### config.mk
export PLATFORM = sky130hd
export DESIGN_NAME = bit_packer
export DESIGN_NICKNAME = d
export VERILOG_FILES = /design/src/rtl/bit_packer.sv
export SDC_FILE = /design/constraint.sdc
export NUM_CORES = 1
export LEC_CHECK = 0
export CORE_MARGIN = 1.5
export CORE_UTILIZATION = 64
export CTS_BUF_LIST = sky130_fd_sc_hd__clkbuf_4 sky130_fd_sc_hd__clkbuf_8
export DETAILED_ROUTE_END_ITERATION = 16
export PLACE_DENSITY = 0.85
export SYNTH_ARGS = -nofsm -noshare
export SYNTH_HDL_FRONTEND = slang
export SYNTH_SLANG_ARGS = --single-unit
export TNS_END_PERCENT = 20
### constraint.sdc
create_clock -name clock -period 7.8 [get_ports clock]
set_input_delay 1.17 -clock clock [delete_from_list [all_inputs] [get_ports clock]]
set_output_delay 1.17 -clock clock [all_outputs]
set_load 0.05 [all_outputs]
### src/rtl/bit_packer.sv
// bit_packer
// Packs variable-length codes (0..15 bits each) into 32-bit words, MSB first.
// The earliest code bit lands in dataout[31]. A flush emits any held bits as
// a partial word, with the unused low-order bits filled with PAD_BIT.
//
// Ports:
//   clock    - sole clock, rising edge
//   reset    - asynchronous, active-low
//   pushin   - a code is presented this cycle
//   lenin    - code length in bits (0 = no-op)
//   datain   - right-justified code value; bits at and above lenin ignored
//   flushin  - emit held bits as a padded partial word
//   pushout  - one-cycle pulse per emitted word
//   dataout  - packed word
//   validout - number of meaningful bits in dataout (0 when pushout=0)
module bit_packer #(
    parameter logic PAD_BIT = 1'b0
) (
    input  logic        clock,
    input  logic        reset,
    input  logic        pushin,
    input  logic [3:0]  lenin,
    input  logic [14:0] datain,
    input  logic        flushin,
    output logic        pushout,
    output logic [31:0] dataout,
    output logic [5:0]  validout
);

    typedef enum logic {ACC, FLUSHPEND} state_t;

    state_t      state;
    logic [46:0] acc;
    logic [4:0]  cnt;
    logic        flush_req;

    logic [3:0]  len_eff;
    logic [14:0] code;
    logic [5:0]  total;
    logic [5:0]  shamt;
    logic [46:0] merged;
    logic [46:0] fresh;
    logic        do_flush;

    // Held bits live left-aligned in acc (acc[46] is the oldest bit). A new
    // code is shifted so that its MSB sits directly below the held bits.
    // flush_req carries a flush that arrived together with a push during
    // FLUSHPEND: that push cannot join the pending remainder, so its flush is
    // applied on the following cycle instead.
    always_comb begin
        len_eff  = pushin ? lenin : 4'd0;
        code     = datain & ~(15'h7FFF << len_eff);
        total    = {1'b0, cnt} + {2'b00, len_eff};
        shamt    = 6'd47 - total;
        merged   = acc | ({32'd0, code} << shamt);
        fresh    = {32'd0, code} << (6'd47 - {2'b00, len_eff});
        do_flush = flushin | flush_req;
    end

    function automatic logic [31:0] pad_word(input logic [31:0] bits, input logic [5:0] n);
        logic [31:0] fill;
        fill = 32'hFFFF_FFFF >> n;
        return PAD_BIT ? (bits | fill) : bits;
    endfunction

    // Main state machine. All outputs are registered, so a word completed by
    // the push at one edge appears on pushout during the following cycle.
    // In FLUSHPEND the remainder of an overflowing flush goes out alone and
    // any push in that cycle starts a fresh accumulator.
    always_ff @(posedge clock or negedge reset) begin
        if (!reset) begin
            state     <= ACC;
            acc       <= '0;
            cnt       <= '0;
            flush_req <= 1'b0;
            pushout   <= 1'b0;
            dataout   <= '0;
            validout  <= '0;
        end else begin
            pushout  <= 1'b0;
            dataout  <= '0;
            validout <= '0;
            case (state)
                FLUSHPEND: begin
                    pushout   <= 1'b1;
                    dataout   <= pad_word(acc[46:15], {1'b0, cnt});
                    validout  <= {1'b0, cnt};
                    acc       <= fresh;
                    cnt       <= {1'b0, len_eff};
                    flush_req <= flushin && (len_eff != 4'd0);
                    state     <= ACC;
                end
                default: begin
                    flush_req <= 1'b0;
                    if (total >= 6'd32) begin
                        pushout  <= 1'b1;
                        dataout  <= merged[46:15];
                        validout <= 6'd32;
                        acc      <= merged << 32;
                        // total is 32..46 here, so total-32 is just its low bits.
                        cnt      <= total[4:0];
                        if (do_flush && total != 6'd32)
                            state <= FLUSHPEND;
                    end else if (do_flush && total != 6'd0) begin
                        pushout  <= 1'b1;
                        dataout  <= pad_word(merged[46:15], total);
                        validout <= total;
                        acc      <= '0;
                        cnt      <= '0;
                    end else begin
                        acc <= merged;
                        cnt <= total[4:0];
                    end
                end
            endcase
        end
    end

endmodule

==> results_dict.tcl, run 1 <==
set metrics [dict create \
    synth_area_mm2 0.006105 \
    viasPerCell 7.232 \
    nets 730 \
    skew_ns 0.01297 \
    wirelength_um 19830 \
    total_power_mw 2.030 \
    holdPathEnd "acc[6]" \
    period_minus_slack_ns 6.076 \
    post-route-period-util_pct 77.90 \
    die_w_um 100.7 \
    slew_headroom_pct 23.51 \
    gp_congestion 1.054 \
    start_util_pct 66.07 \
    grt_pass1_wl_um 31660 \
    start_kind "primary input" \
    cts_max_path_buffers 2 \
    synth_ff_type "dfrtp_1" \
    drv_slew 0 \
    dieArea_mm2 0.01013 \
    core_area_mm2 0.009240 \
    synthDistinctLibCells 79 \
    grt_pass1_vias 5831 \
    wl_per_cell_um 23.69 \
    multiInputGateArea_mm2 0.003447 \
    max_freq_mhz 164.6 \
    arrival_ns 6.35 \
    drive_gt1_share_pct 10.45 \
    route.detailed.drc 0 \
    clk_latency_ns 0.37 \
    reg2reg_from "cnt[0]" \
    worstPathMaxFanout 59 \
    r2r_cells 14 \
    drt_iter0_markers 743 \
    synthCells 676 \
    worst_slew_pin_slew_ns 1.143 \
    htreeDepth 3 \
    outcome "completed" \
    finalNonFillerCells 837 \
    cts_hold_buf 0 \
    fin_area_mm2 0.006942 \
    grtUsageTotal_pct 40.90 \
    antenna_found_initial 0 \
    setup_viol 0 \
    num_vias 6053 \
    synth_edf_count 0 \
    r2r_setup_slack_ns 3.17 \
    cts_setup_buffers 0 \
    dpl-instance-area_mm2 0.006713 \
    io_buffer_count 61 \
    whs_ns 0.4881 \
    placed_cells 821 \
    holdCritStartpoint "acc[6]" \
    synthArstFlopShare_pct 100.0 \
    hold_path.class "reg2reg" \
    irDropWorstVdd_mv 0.2333 \
    dp_hpwl_um 13960 \
    area_growth_pct 13.71 \
    synth_seq_cells 93 \
    grt_max_degree 83 \
    fin_tns_setup_ns 0 \
    power_density_mw_per_mm2 292.4 \
    detail-route-antenna-nets 0 \
    p_leak_nw 2.970 \
    layout_commonest_cell "dfrtp_1" \
    max_cap_viol_count 0 \
    die_h_um 100.7 \
    avgSynthCellArea_um2 9.030 \
    cts_resized 0 \
    reg2reg_to "dataout[6]" \
    final_cell_mix "93 x dfrtp_1, 60 x nor2_1, 60 x clkdlybuf4s50_1" \
    endpoint_kind "flip-flop" \
    cts.clk_slew.worst_paths_ns 0.09 \
    synth_nets 703 \
    num_antenna_cells 0 \
    grt.overflow.total 0 \
    rows 35 \
    cp.required_ns 8.08 \
    first_pass_iters 6 \
    rsz0062_at_grt "no" \
    numCtsBuffers 9 \
    root_buffer "clkbuf_8" \
    ys_warn_count 0 \
    hold_depth 2 \
    crit_type "in2reg" \
    pin_count 62 \
    n_fill_cell 696 \
    cts_sinks 93 \
    yosysSeqAreaShare_pct 38.12 \
    seqCellArea_mm2 0.002327 \
    finalHoldViolCount 0 \
    cts_tree "built" \
]
how the worst max path moves through the flow:
stage               startpoint     endpoint  slack (ns)
floorplan               pushin      acc[23]        2.47
global placement      lenin[1]   dataout[5]        1.74
detailed placement    lenin[1]      acc[31]        1.52
CTS                   lenin[1]   dataout[6]        1.86
global route          lenin[1]  dataout[11]        1.42
finish                lenin[1]   dataout[6]        1.72
per-layer routing:
metal	up-vias	global-route usage (%)	wire length (µm)
met5	-	0	0
met2	415	62.53	8944
met3	83	10.12	2324
met1	2907	55.57	7715
li1	2648	-	-
met4	0	17.55	847
synthesized netlist by cell type, types with 17 or more instances:
cell,count,share of area (%)
dfrtp_1,93,38
nor2_1,60,3.7
nand2_1,42,2.6
a21oi_1,40,3.3
o21ai_0,39,3.2
buf_2,29,2.4
a31oi_1,25,2.6
clkbuf_1,25,1.5
nor3_1,21,1.7
nand3_1,20,1.6
o211ai_1,18,2.2
and2_1,17,1.7
cell families after synthesis:
group / count (synthesis) / share of synthesized area, %
AOI/OAI and AO/OA: 255 / 30.19
and+or+nand+nor: 210 / 17.01
DFF: 93 / 38.12
buffers and inverters: 75 / 5.411
muxes: 34 / 7.604
xor gates and xnor gates: 5 / 0.8405
adders and majority gates: 4 / 0.8199
through the flow:
step	worst slack, ns	util [%]
floorplan	2.471	-
global placement	1.744	72.65
detailed placement	1.519	72.65
CTS	1.863	75.13
global route	1.424	75.13
finish	1.724	75.13
power by group:
| group | switching (mW) | internal (mW) |
|---|---|---|
| clock | 0.180 | 0.192 |
| sequential | 0.0559 | 0.586 |
| combinational | 0.698 | 0.318 |
| total | 0.934 | 1.10 |
worst max-delay path: stages:
cell and delay, ns:
clkdlybuf4s50_1 0.46, buf_4 0.25, nand2_1 0.43, xnor2_1 0.27, ha_1 0.24, a21oi_1 0.32, a211oi_1 0.09, or4_1 0.60
inv_2 0.28, ha_1 0.21, and3_1 0.19, and4_1 0.35, a2111oi_4 0.05, buf_4 0.27, inv_2 0.72, o21ai_0 0.22
nor3_1 0.23
area by class of cell:
type / count / area share (%)
multi-input combinational: 508 / 49.66
clock inverter: 6 / 1.316
inverter: 15 / 0.8111
timing repair buffer: 76 / 10.38
sequential: 93 / 33.53
clock buffer: 10 / 1.983
tap: 129 / 2.325
sequential cells by signal, indices dropped and copies added (netlist names):
signal / cells
acc: 47
cnt: 5
dataout: 32
flush_req: 1
pushout: 1
state: 1
validout: 6
(Power assumes the default switching activity.)
==> run 2, diff against run 1 <==
--- a/config.mk
+++ b/config.mk
@@ -6,10 +6,10 @@
 export NUM_CORES = 1
 export LEC_CHECK = 0
 export CORE_MARGIN = 1.5
-export CORE_UTILIZATION = 64
+export CORE_UTILIZATION = 60
 export CTS_BUF_LIST = sky130_fd_sc_hd__clkbuf_4 sky130_fd_sc_hd__clkbuf_8
 export DETAILED_ROUTE_END_ITERATION = 16
-export PLACE_DENSITY = 0.85
+export PLACE_DENSITY = 0.81
 export SYNTH_ARGS = -nofsm -noshare
 export SYNTH_HDL_FRONTEND = slang
 export SYNTH_SLANG_ARGS = --single-unit
==> constraint.sdc (replaced) <==
create_clock -name clock -period 5.6 [get_ports clock]
set_input_delay 0.84 -clock clock [delete_from_list [all_inputs] [get_ports clock]]
set_output_delay 0.84 -clock clock [all_outputs]
set_load 0.05 [all_outputs]
==> results_dict.tcl, run 2 (same netlist as run 1, synthesis figures left out) <==
set metrics [dict create \
    outcome "completed" \
    crit_top_cell "and3_1" \
    grt.overflow.total 0 \
    cts_sinks 93 \
    grtUsageTotal_pct 40.05 \
    cts_setup_buffers 0 \
    finalNonFillerCells 849 \
    drv_slew 0 \
    cpMaxStageDelayCell "inv_2" \
    crit_type "in2reg" \
    reg2reg_from "cnt[0]" \
    crit_path_start "pushin" \
    period_minus_slack_ns 4.931 \
    cts_tree "built" \
    start_kind "primary input" \
    gp_congestion 1.023 \
    detail-route-antenna-nets 0 \
    finalHoldViolCount 0 \
    cp.required_ns 5.91 \
    endpoint_kind "flip-flop" \
    wirelength_um 21240 \
    numCtsBuffers 9 \
    cts_max_path_buffers 2 \
    seqCellArea_mm2 0.002327 \
    largest_reg_flops 47 \
    n_fill_cell 774 \
    multiInputGateArea_mm2 0.003447 \
    reg_top3 "acc (47), dataout (32), validout (6)" \
    first_pass_iters 6 \
    p_leak_nw 2.990 \
    route.detailed.drc 0 \
    drive_gt1_share_pct 11.45 \
    dieArea_mm2 0.01079 \
    rsz0062_at_grt "no" \
    wl_per_cell_um 25.01 \
    io_buffer_count 61 \
    crit_chain "clkdlybuf4s50_1 -> buf_4 -> and3_1 -> ha_1 -> nand3_1 -> and3_1 -> or4_1 -> inv_2 -> ha_1 -> and3_1 -> and4_1 -> a2111oi_4 -> inv_2 -> o21ai_0 -> a21oi_1" \
    die_h_um 103.9 \
    worst_slew_pin_slew_ns 1.187 \
    arrival_ns 5.24 \
    setup_viol 0 \
    post-route-period-util_pct 88.06 \
    power_density_mw_per_mm2 401.6 \
    fin_tns_setup_ns 0 \
    grt_pass1_vias 6047 \
    max_cap_viol_count 0 \
    rows 36 \
    num_antenna_cells 0 \
    cts.clk_slew.worst_paths_ns 0.10 \
    core_area_mm2 0.009819 \
    drt_iter0_markers 870 \
    htreeDepth 3 \
    r2r_cells 13 \
    die_w_um 103.9 \
    reg2reg_to "dataout[30]" \
    antenna_found_initial 0 \
    nets 738 \
    grt_max_degree 60 \
    root_buffer "clkbuf_8" \
    grt_pass1_wl_um 33550 \
    regMostFlops "acc" \
    hold_path.class "in2async" \
    slew_headroom_pct 20.79 \
    dp_hpwl_um 15090 \
    cts_resized 0 \
    skew_ns 0.01594 \
    max_freq_mhz 202.8 \
    num_vias 6309 \
    cts_hold_buf 0 \
    area_growth_pct 13.92 \
    pin_count 62 \
    critPathMaxStageDelay_ns 0.69 \
    r2r_setup_slack_ns 1.31 \
    viasPerCell 7.431 \
    start_util_pct 62.17 \
    worstPathMaxFanout 59 \
    final_cell_mix "93 x dfrtp_1, 60 x nor2_1, 60 x clkdlybuf4s50_1" \
    placed_cells 833 \
    irDropWorstVdd_mv 0.2617 \
    layout_commonest_cell "dfrtp_1" \
    clk_latency_ns 0.39 \
]
## run 2: cell count changes in the layout (fill, tap and decap cells not counted), sizes merged
cell and delta:
bufinv -2, clkbuf +2, clkinv +2, inv -2
buf +8
## run 2: worst max path at each step
| stage | endpoint | slack (ns) | cells after the start |
|---|---|---|---|
| 5_1_grt | dataout[6] | 0.52 | 15 |
| 3_3_place_gp | dataout[6] | 0.63 | 15 |
| 2_1_floorplan | acc[23] | 0.60 | 22 |
| 4_1_cts | dataout[6] | 0.81 | 15 |
| 6_report | dataout[30] | 0.67 | 15 |
| 3_5_place_dp | dataout[30] | 0.43 | 15 |
## run 2: layout make-up
class                           instances  area share (%)
Clock inverter                          4          0.3418
Sequential cell                        93           33.47
Timing Repair Buffer                   84           11.23
Clock buffer                           12           2.195
Tap cell                              133           2.393
Multi-Input combinational cell        508           49.57
Inverter                               15          0.8096
## run 2: routing by layer
metal,GRT usage [%],up-vias,share of wire (%)
met2,60.88,492,46
met3,11.40,90,12
li1,-,2666,-
met1,53.67,3061,38
met5,0,-,0
met4,17.26,0,3.8
## run 2: stage by stage
stage / power (mW) / util (%) / setup WS [ns] / hold slack, ns / instance area [µm²]
finish: 2.793 / 70.82 / 0.6687 / 0.4032 / 6954
global route: 2.895 / 70.82 / 0.5181 / 0.4352 / 6954
detailed placement: 2.321 / 69.02 / 0.4299 / 0.4671 / 6778
global placement: 2.276 / 69.02 / 0.6319 / 0.4626 / 6778
CTS: 2.735 / 70.82 / 0.8111 / 0.4085 / 6954
floorplan: 1.855 / - / 0.6013 / 0.4431 / 6105
## run 2: worst max-delay path, delay by kind of cell
| family | cells | cell delay [ns] |
|---|---|---|
| buffers and inverters | 4 | 1.69 |
| AOI/OAI and AO/OA | 3 | 0.57 |
| adders and majority gates | 2 | 0.36 |
| and+or+nand+nor | 6 | 1.74 |
## run 2: power by group
| group | total (mW) | internal (mW) | switching, mW |
|---|---|---|---|
| logic | 1.47 | 0.473 | 0.999 |
| clock network | 0.421 | 0.182 | 0.239 |
| registers | 0.900 | 0.817 | 0.0832 |
==> run 3, diff against run 2 <==
--- a/config.mk
+++ b/config.mk
@@ -5,11 +5,13 @@
 export SDC_FILE = /design/constraint.sdc
 export NUM_CORES = 1
 export LEC_CHECK = 0
+export CAP_MARGIN = 20
 export CORE_MARGIN = 1.5
-export CORE_UTILIZATION = 60
+export CORE_UTILIZATION = 64
 export CTS_BUF_LIST = sky130_fd_sc_hd__clkbuf_4 sky130_fd_sc_hd__clkbuf_8
 export DETAILED_ROUTE_END_ITERATION = 16
-export PLACE_DENSITY = 0.81
+export PLACE_DENSITY = 0.85
+export SKIP_CTS_REPAIR_TIMING = 1
 export SYNTH_ARGS = -nofsm -noshare
 export SYNTH_HDL_FRONTEND = slang
 export SYNTH_SLANG_ARGS = --single-unit
==> constraint.sdc (replaced) <==
create_clock -name clock -period 5.75 [get_ports clock]
set_input_delay 0.8625 -clock clock [delete_from_list [all_inputs] [get_ports clock]]
set_output_delay 0.8625 -clock clock [all_outputs]
set_load 0.05 [all_outputs]
==> results_dict.tcl, run 3 (same netlist as run 1, synthesis figures left out) <==
set metrics [dict create \
    outcome "completed" \
    num_vias 6273 \
    skew_ns 0.008809 \
    critPathMaxStageDelay_ns 0.63 \
    finalNonFillerCells 846 \
    n_fill_cell 645 \
    root_buffer "clkbuf_8" \
    route.detailed.drc 0 \
    placed_cells 829 \
    num_antenna_cells 0 \
    dp_hpwl_um 14300 \
    finalHoldViolCount 0 \
    grt_max_degree 86 \
    setup_viol 0 \
    cts_max_path_buffers 2 \
    pin_count 62 \
    max_freq_mhz 197.2 \
    drt_iter0_markers 884 \
    io_buffer_count 61 \
    viasPerCell 7.415 \
    cts_sinks 93 \
    irDropWorstVdd_mv 0.3116 \
    gp_congestion 1.005 \
    worstPathMaxFanout 28 \
    crit_path_start "pushin" \
    regMostFlops "acc" \
    htreeDepth 3 \
    grt.overflow.total 0 \
    crit_chain "clkdlybuf4s50_1 -> nand2_2 -> inv_2 -> ha_1 -> o211ai_1 -> and3_1 -> or4_1 -> inv_2 -> ha_1 -> and3_1 -> nand4_2 -> a2111oi_4 -> buf_4 -> inv_2 -> buf_4 -> o31ai_1" \
    first_pass_iters 6 \
    grtUsageTotal_pct 41.31 \
    crit_type "in2reg" \
    antenna_found_initial 0 \
    layout_commonest_cell "dfrtp_1" \
    period_minus_slack_ns 5.070 \
    slew_headroom_pct 45.04 \
    crit_path_end "acc[31]" \
    drive_gt1_share_pct 11.58 \
    layout_setup_ws_ns 0.6797 \
    rows 35 \
    r2r_setup_slack_ns 1.29 \
    cpMaxStageDelayCell "or4_1" \
    nets 740 \
    die_w_um 100.7 \
    detailedPlace.worstSlack_ns 0.4631 \
    drv_slew 0 \
    reg2reg_to "acc[31]" \
    cts.clk_slew.worst_paths_ns 0.09 \
    p_leak_nw 3.023 \
    worst_slew_pin_slew_ns 0.8214 \
    crit_top_cell "inv_2" \
    clk_latency_ns 0.36 \
    fin_area_mm2 0.007047 \
    r2r_cells 14 \
    wirelength_um 20050 \
    max_cap_viol_count 0 \
    reg_top3 "acc (47), dataout (32), validout (6)" \
    largest_reg_flops 47 \
    whs_ns 0.2968 \
    post-route-period-util_pct 88.18 \
    dpl-instance-area_mm2 0.006773 \
    cts_tree "built" \
    die_h_um 100.7 \
    grt_pass1_wl_um 31890 \
    fin_tns_setup_ns 0 \
    numCtsBuffers 9 \
    wl_per_cell_um 23.70 \
    start_util_pct 66.07 \
    cp.required_ns 6.00 \
    arrival_ns 5.32 \
    start_kind "primary input" \
    core_area_mm2 0.009240 \
    hold_path.class "in2async" \
    final_cell_mix "93 x dfrtp_1, 60 x nor2_1, 60 x clkdlybuf4s50_1" \
    rsz0062_at_grt "no" \
    grt_pass1_vias 5853 \
    detail-route-antenna-nets 0 \
    reg2reg_from "cnt[0]" \
    dieArea_mm2 0.01013 \
    power_density_mw_per_mm2 393.2 \
    endpoint_kind "flip-flop" \
    area_growth_pct 15.43 \
]
[run 3: worst max-delay path: cells and delay by family]
kind / cells / cell delay (ns)
and+or+nand+nor: 5 / 1.37
buffers and inverters: 6 / 1.60
adders and majority gates: 2 / 0.56
AOI/OAI and AO/OA: 3 / 0.92
[run 3: layout make-up]
cell class / instances / area, µm² / share of cell area [%]
timing repair buffer: 86 / 835.8 / 11.86
clock buffer: 9 / 123.9 / 1.758
inverter: 15 / 56.30 / 0.7990
sequential: 93 / 2327 / 33.03
tap: 129 / 161.4 / 2.290
clock inverter: 6 / 95.09 / 1.349
multi-input combinational: 508 / 3447 / 48.92
[run 3: per-stage QoR]
step                power (mW)  util, %
floorplan                1.807        -
global placement         2.185    73.30
detailed placement       2.230    73.30
CTS                      2.721    75.67
global route             2.886    76.26
finish                   2.771    76.26
[run 3: worst min path at each step]
stage                  end  slack, ns     from  cells past startpoint
2_1_floorplan   dataout[0]       0.44  acc[15]                      2
3_3_place_gp       acc[10]       0.46  acc[10]                      2
3_5_place_dp       acc[15]       0.47  acc[15]                      2
4_1_cts        validout[2]       0.30    reset                      1
5_1_grt        validout[1]       0.30    reset                      1
6_report       validout[1]       0.30    reset                      1
[run 3: layer usage]
metal | routed length [µm] | part of all wire, % | up-vias | track usage, %
met5 | 0 | 0 | - | 0
met4 | 998 | 5.0 | 0 | 19.39
li1 | - | - | 2660 | -
met2 | 8956 | 45 | 534 | 63.36
met1 | 7687 | 38 | 2976 | 55.37
met3 | 2412 | 12 | 103 | 9.917
[run 3: power breakdown]
part / internal [mW] / total, mW / leakage [nW] / switching (mW)
logic: 0.451 / 1.40 / 1.65 / 0.952
clock network: 0.247 / 0.490 / 0.104 / 0.243
registers: 0.795 / 0.878 / 1.27 / 0.0830
total: 1.49 / 2.77 / 3.02 / 1.28
